<file path="src/rtl/xup_debounce_ch.sv">
// ---------------------------------------------------------------------------
// xup_debounce_ch
//   One debounce channel. It synchronises a raw asynchronous button input,
//   qualifies every level change over DEBOUNCE_CYCLES consecutive stable
//   samples, and emits a single-cycle toggle request when a qualified change
//   is accepted.
//
//   Parameters
//     DEBOUNCE_CYCLES   stable samples needed to accept a new level (>= 2)
//     CW                counter width, computed by the parent
//     PULSE_ON_RELEASE  0: pulse on accepted rise only; 1: on rise and fall
//
//   Ports
//     clk      in  1  rising-edge clock
//     reset_n  in  1  asynchronous active-low reset
//     btn_in   in  1  raw asynchronous input, active-high
//     level    out 1  debounced level
//     t        out 1  one-cycle toggle request
// ---------------------------------------------------------------------------
module xup_debounce_ch #(
  parameter int DEBOUNCE_CYCLES  = 4,
  parameter int CW               = 2,
  parameter int PULSE_ON_RELEASE = 0
) (
  input  logic clk,
  input  logic reset_n,
  input  logic btn_in,
  output logic level,
  output logic t
);

  localparam logic [CW-1:0] CNT_LAST = CW'(DEBOUNCE_CYCLES - 1);

  logic          s1;
  logic          s2;
  logic [CW-1:0] cnt;
  logic          differs;
  logic          terminal;
  logic          pulse_now;

  // Only the second sync stage feeds the qualifier.
  assign differs   = (s2 != level);
  assign terminal  = differs && (cnt == CNT_LAST);
  // A falling acceptance pulses only when release pulses are enabled.
  assign pulse_now = terminal && (s2 || (PULSE_ON_RELEASE != 0));

  always_ff @(posedge clk or negedge reset_n) begin
    if (!reset_n) begin
      s1    <= 1'b0;
      s2    <= 1'b0;
      cnt   <= '0;
      level <= 1'b0;
      t     <= 1'b0;
    end else begin
      s1 <= btn_in;
      s2 <= s1;
      t  <= pulse_now;
      if (!differs) begin
        // Any bounce back to the current level restarts qualification.
        cnt <= '0;
      end else if (terminal) begin
        level <= s2;
        cnt   <= '0;
      end else begin
        cnt <= cnt + CW'(1);
      end
    end
  end

endmodule

</file>
<file path="src/rtl/xup_toggle_debouncer.sv">
// ---------------------------------------------------------------------------
// xup_toggle_debouncer
//   Conditioning stage ahead of the toggle-flip-flop vector. Each of SIZE raw
//   button inputs is synchronised and debounced independently; a qualified
//   press produces one t pulse so the downstream q bit flips exactly once.
//
//   Parameters
//     SIZE              number of independent channels
//     DEBOUNCE_CYCLES   stable cycles needed to accept a new level (>= 2)
//     PULSE_ON_RELEASE  0: t on accepted 0->1 only; 1: on 0->1 and 1->0
//     DELAY             output delay for simulation models; this
//                       implementation registers outputs without delay
//
//   Ports
//     clk      in  1     rising-edge clock
//     reset_n  in  1     asynchronous active-low reset
//     btn_in   in  SIZE  raw asynchronous inputs, active-high
//     level    out SIZE  debounced level per channel
//     t        out SIZE  one-cycle toggle request per channel
// ---------------------------------------------------------------------------
module xup_toggle_debouncer #(
  parameter int SIZE             = 4,
  parameter int DEBOUNCE_CYCLES  = 1000000,
  parameter int PULSE_ON_RELEASE = 0,
  parameter int DELAY            = 3
) (
  input  logic            clk,
  input  logic            reset_n,
  input  logic [SIZE-1:0] btn_in,
  output logic [SIZE-1:0] level,
  output logic [SIZE-1:0] t
);

  // Counter only has to reach DEBOUNCE_CYCLES-1, which always fits in clog2.
  localparam int CW = $clog2(DEBOUNCE_CYCLES);

  if (DEBOUNCE_CYCLES < 2) begin : g_bad_cycles
    $error("xup_toggle_debouncer: DEBOUNCE_CYCLES must be at least 2");
  end

  if (DELAY < 0) begin : g_bad_delay
    $error("xup_toggle_debouncer: DELAY must not be negative");
  end

  for (genvar i = 0; i < SIZE; i++) begin : g_ch
    xup_debounce_ch #(
      .DEBOUNCE_CYCLES  (DEBOUNCE_CYCLES),
      .CW               (CW),
      .PULSE_ON_RELEASE (PULSE_ON_RELEASE)
    ) u_ch (
      .clk     (clk),
      .reset_n (reset_n),
      .btn_in  (btn_in[i]),
      .level   (level[i]),
      .t       (t[i])
    );
  end

endmodule
</file>
<file path="config.mk">
export PLATFORM = sky130hd
export DESIGN_NAME = xup_toggle_debouncer
export DESIGN_NICKNAME = d
export VERILOG_FILES = /design/src/rtl/xup_debounce_ch.sv /design/src/rtl/xup_toggle_debouncer.sv
export SDC_FILE = /design/constraint.sdc
export NUM_CORES = 1
export LEC_CHECK = 0
export CAP_MARGIN = 25
export CELL_PAD_IN_SITES_DETAIL_PLACEMENT = 1
export CELL_PAD_IN_SITES_GLOBAL_PLACEMENT = 1
export CORE_MARGIN = 2
export CORE_UTILIZATION = 50
export DETAILED_ROUTE_END_ITERATION = 7
export GPL_TIMING_DRIVEN = 0
export PLACE_DENSITY_LB_ADDON = 0.05
export SLEW_MARGIN = 15
export SYNTH_ARGS = -nofsm -noshare
export SYNTH_HDL_FRONTEND = slang
export SYNTH_SLANG_ARGS = --single-unit
export TNS_END_PERCENT = 1
</file>
<file path="constraint.sdc">
create_clock -name clk -period 3.7 [get_ports clk]
set_input_delay 0.74 -clock clk [delete_from_list [all_inputs] [get_ports clk]]
set_output_delay 0.74 -clock clk [all_outputs]
set_load 0.005 [all_outputs]
</file>
=== After elaboration in Yosys (flattened, before gate mapping) ===
Index checks and enable logic that the tools add are counted.

* Register bits after elaboration: 96
* Output and inout port bits: 8
* Word-level logic and storage cells: 52

* $add $sub $neg: 4
* Equality and inequality tests: 8
* Multiplexer cells: 8
* Reductions and logical operators: 12

{| class="wikitable"
|+ Operators with widths
! cell !! number
|-
| two-way mux 20 bit || 8
|-
| adder 20 x 1 -> 20 bit, second input constant || 4
|-
| == test 20 bit, second input constant || 4
|-
| logical AND 1 bit || 8
|-
| AND reduction 2 bit || 4
|-
| inequality test 1 bit || 4
|}

=== Logic depth before layout (Yosys ltp) ===
* Word-level depth: 4
* Mapped depth: 5
* Mapped depth without buffers: 5

=== Cells and area by module ===
A second synthesis with hierarchy kept.

* Cells, all modules: 428
* Area, all modules: 4739.5 sq um

{| class="wikitable"
|+ Modules (own cells, without submodules)
! module !! times used !! cells an instance !! area each (sq um) !! sequential area each (sq um)
|-
| xup_debounce_ch || 4 || 107 || 1184.9 || 600.6
|}

=== Worst setup path before layout ===
Ideal clock, no wire load.

* Kind: reg-to-reg
* From: reg g_ch[3].u_ch.cnt[6]
* To: reg g_ch[3].u_ch.level
* Library setup time: 125 ps
* Arrival time: 1952 ps
* Slack: 1623 ps
* Cell stages (with the launch flop): 5
* Path through: dfrtp_1 -> or4_1 -> or4_4 -> nor2_1 -> mux2_2

* Word-level cells in the longest chain between the ends: 3

{| class="wikitable"
|+ RTL lines
! element !! RTL line !! RTL
|-
| start: declaration || xup_debounce_ch.sv:36 || <nowiki>logic [CW-1:0] cnt;</nowiki>
|-
| start signal: assignment || xup_debounce_ch.sv:65 || <nowiki>cnt <= cnt + CW'(1);</nowiki>
|-
| == test 20 bit || xup_debounce_ch.sv:43 || <nowiki>assign terminal = differs && (cnt == CNT_LAST);</nowiki>
|-
| logical AND 1 bit || xup_debounce_ch.sv:43 ||
|-
| AND reduction 2 bit (no line) || - ||
|-
| end signal: assignment || xup_debounce_ch.sv:52 || <nowiki>level <= 1'b0;</nowiki>
|-
| end signal: assignment || xup_debounce_ch.sv:62 || <nowiki>level <= s2;</nowiki>
|-
| end: declaration || xup_debounce_ch.sv:28 || <nowiki>output logic level,</nowiki>
|}

Every way passes these cells.
A chain may end at the register's enable or synchronous reset.

=== Worst setup path in the final report ===
Ends and elaborated chain as after synthesis.

==> run summary <==
Measured along the x axis, the die boundary spans 99.99 um. The first TritonRoute pass finished after 4 iterations. Pre-CTS setup slack: 1.472 ns. Headroom to the max-slew limit: 0.6267. For the total inserted antenna cells, the log shows 0.

The kind of critical path was register to register. For this run, the top clock speed supported by timing is 444.8 MHz. The run gives 9 as the number of buffers inserted during clock tree synthesis. TritonCTS built the clock tree.

The number of gates resized after CTS was 0. Area taken by flip-flops and latches: 2402 um2. Register share of total power: 0.593. Setup repair after global routing left no endpoint under its margin. The register-to-register setup slack was 1.45 ns.

The total of buffers placed on input and output ports works out to 13. The final wirelength is 9510 um, and the maximum fanout along the worst path is 6. The synthesized flop and latch total is 96.

The tightest min-delay check is of the primary input to asynchronous set/reset pin type. The startpoint type of the worst setup path is a register. The max-slew violation count is 0, and the area taken by multi-input logic gates is 2034 um2. The tools report the met1 track demand over resource in global routing as 0.2811. For the proportion of synthesized chip area in sequential cells, the log shows 0.5215. The initial core utilization was 0.5058; the required arrival time at the worst endpoint was 3.95 ns. Summed over all cells, the static leakage comes to 2.041 nW. For this run, the leading register cell type out of synthesis is sky130_fd_sc_hd__dfrtp_1. The tools report the final RePlAce weighted congestion as 0.7700. The die covers 9998 um2. Cell taking the most area after synthesis: sky130_fd_sc_hd__dfrtp_1. Placed instance area: 4905 um2.

Across all layers, the routed design uses 3421 vias. The number of flops mapped to enable cells by yosys works out to 0. The finished layout holds 592 standard cells, fillers aside. The standard-cell row count is 35, and the worst reg-to-reg path cell count is 4. The count of pins on the block boundary came out at 14.

In this run the vertical extent of the chip is 99.99 um. The netlist area before placement is 4607 um2. Detailed placement ended at an HPWL of 6610 um. The number of hold-slack violations in the final timing report came out at 0.

Switching fraction of total power: 0.2294. Counting every net in the synthesized netlist gives 462. The average detailed-routed wire length per instance is 16.06 um, and the switching power is 0.0004171 W. In the routed layout, each cell is associated on average with a via count of 5.779.

The clock-pin transition on the worst setup and hold timing paths was 0.09 ns. From synthesis to final layout, the design area changed by 10.62%. The run gives 3 as the total number of H-tree levels.

The maximum number of pins on one net before global-route repair was 74. The tools report the number of setup buffers added after CTS as 0. The minimum clock period after layout was 2.248 ns; the hold buffer count at CTS was 0.

Dividing total power by cell area gives a power density of 356.7 nW/um2. The post-synthesis cell count is 452, and the final net count is 487. The first-pass GRT wire length is 17130 um, and the number of maximum-capacitance constraint violations is 0. The number of antenna violations at the first check in global routing came out at 0.

The tools report the leftover overflow at the end of global routing as 0. The worst reg2reg path startpoint is g_ch[3].u_ch.cnt[6]. Sorting the synthesized cells by area gives the leading types as sky130_fd_sc_hd__dfrtp_1 52%, sky130_fd_sc_hd__xnor2_1 6.3%, sky130_fd_sc_hd__nor2_1 5.4%, sky130_fd_sc_hd__xor2_1 4.9%, sky130_fd_sc_hd__nand3_1 3.6%. Once detail routing completed, the nets flagged for antenna violations numbered 0. The share of the synthesized area in the top cell type was 0.5215. The worst setup margin is 1.452 ns, and the DRC violation count after routing is 0. The logs give 0.3581 for the met2 track demand over resource and 5096 um2 for the post-route standard cell area excluding fillers. The clock net in this run drives a total of 96 sinks.

Synthesis instantiated 34 different standard cells from the library. Setup violations remaining at the end of the flow were counted as 0. The share of flip-flops with an asynchronous set or reset was 1.000.

The clock arrives with 0.006679 ns of skew. The number of global-route vias before repair came out at 3561. Data on the critical path arrives at its endpoint at 2.50 ns. The worst-case IR drop observed on VDD is 161.5 uV.

The run finished with clean final reports. The fraction of layout instances using a drive strength above 1 is 0.08940. Library cell used as clock root buffer: sky130_fd_sc_hd__clkbuf_8.

The type of destination of the critical path was a register. Dividing the synthesized area by the synthesized cell count gives 10.19 um2. Clock latency reported for the late side of the worst-skew pair: 0.36 ns. The commonest cells after synthesis are 96 x sky130_fd_sc_hd__dfrtp_1, 66 x sky130_fd_sc_hd__nor2_1, 33 x sky130_fd_sc_hd__nand3_1, 33 x sky130_fd_sc_hd__xnor2_1, 26 x sky130_fd_sc_hd__xor2_1. Endpoint of the lowest-slack register-to-register path: g_ch[3].u_ch.level. The completed layout was analyzed and its total power is 0.001818 W. The combined global-route utilization of all metal layers came out at 0.2137. The maximum count of clock buffers along a single path came out at 2.

The global routing met3 resource utilization is 0.04596. At the pin with the least slew margin, the transition time is 0.5549 ns. The number of placed instances, taps included, is 577. For this run, the number of Yosys warnings is 0. The run gives 53 as the number of DRC violations after detailed-routing iteration 0. Dominant cell by count in the synthesized netlist: sky130_fd_sc_hd__dfrtp_1. Internal power comes to 0.001401 W. After floorplanning, the core was sized to cover 9109 um2. Final-layout fill cell count: 1023. The run gives 0.040 as the proportion of power drawn by combinational gates. The global routing stage identified its most utilized layer as met2.

The period utilization was 0.6076. For the share of power burned in the clock network, the log shows 0.367.
[layer usage]
metal	up-vias	routed length, um
met5	-	0
met4	0	123
met3	12	249
met2	30	4741
met1	1730	4395
li1	1649	-
[cells by family (layout without fill, tap and decap cells)]
group,count (synthesis),count (layout),synth area share
AOI/OAI and AO/OA,36,36,0.05323
xor gates and xnor gates,59,59,0.1122
adders and majority gates,4,4,0.01086
buffers and inverters,33,62,0.03693
DFF,96,96,0.5215
muxes,6,6,0.01412
and+or+nand+nor,218,218,0.2512
[power groups by stage]
stage	clock [W]	combinational (W)	sequential [W]
CTS	0.000698	0.0000759	0.00108
floorplan	0	0.0000343	0.00110
detailed placement	0	0.0000755	0.00110
global route	0.000732	0.0000847	0.00108
global placement	0	0.0000689	0.00110
finish	0.000668	0.0000719	0.00108
[worst max-delay path, stage by stage, from the launching register on]
cell and delay (ns):
sky130_fd_sc_hd__dfrtp_1 0.45, sky130_fd_sc_hd__or4_1 0.54, sky130_fd_sc_hd__or4_4 0.55, sky130_fd_sc_hd__nor2_1 0.23
sky130_fd_sc_hd__mux2_2 0.37
[layout make-up]
type | count | share of cell area
clock inverters | 2 | 0.002455
flip-flops and latches | 96 | 0.4714
well taps | 111 | 0.02725
plain buffers | 18 | 0.02234
multi-input cells | 323 | 0.3992
inverters | 15 | 0.01105
repair buffers | 14 | 0.03118
clock buffers | 13 | 0.03511
[how the worst max path moves through the flow]
stage / start / end / slack, ns / depth (start not counted)
finish: g_ch[3].u_ch.cnt[6] / g_ch[3].u_ch.level / 1.45 / 4
CTS: g_ch[3].u_ch.cnt[7] / g_ch[3].u_ch.level / 1.47 / 4
global route: g_ch[3].u_ch.cnt[6] / g_ch[3].u_ch.cnt[16] / 1.37 / 5
global placement: reset_n / g_ch[3].u_ch.level / -1.71 / 1
floorplan: g_ch[3].u_ch.cnt[6] / g_ch[3].u_ch.level / 1.62 / 4
detailed placement: g_ch[3].u_ch.cnt[6] / g_ch[3].u_ch.level / 1.47 / 4
[registers in the layout (all words and copies together), names as in the netlist]
signal and flops:
g_ch.u_ch.s2 4, g_ch.u_ch.level 4, g_ch.u_ch.t 4, g_ch.u_ch.s1 4
g_ch.u_ch.cnt 80
[placed cells by master, fill, tap and decap left out, drive strengths merged, types with 12 or more instances in the layout]
master / n
o31ai: 16
nand4: 21
or4: 15
clkdlybuf4s50: 12
nand2: 20
xnor2: 33
nor4: 15
clkbuf: 17
dfrtp: 96
nor3: 14
nor2: 66
inv: 15
xor2: 26
buf: 16
nand3: 33
a21oi: 17
[through the flow]
stage / utilization / hold WS, ns / TNS [ns]
2_1_floorplan: - / 0.3312 / 0
3_3_place_gp: 0.5353 / 0.3332 / -163.27
3_5_place_dp: 0.5385 / 0.3365 / 0
4_1_cts: 0.5595 / 0.2071 / 0
5_1_grt: 0.5595 / 0.2200 / 0
6_report: 0.5595 / 0.2234 / 0
Power figures use the tool's default switching activity.
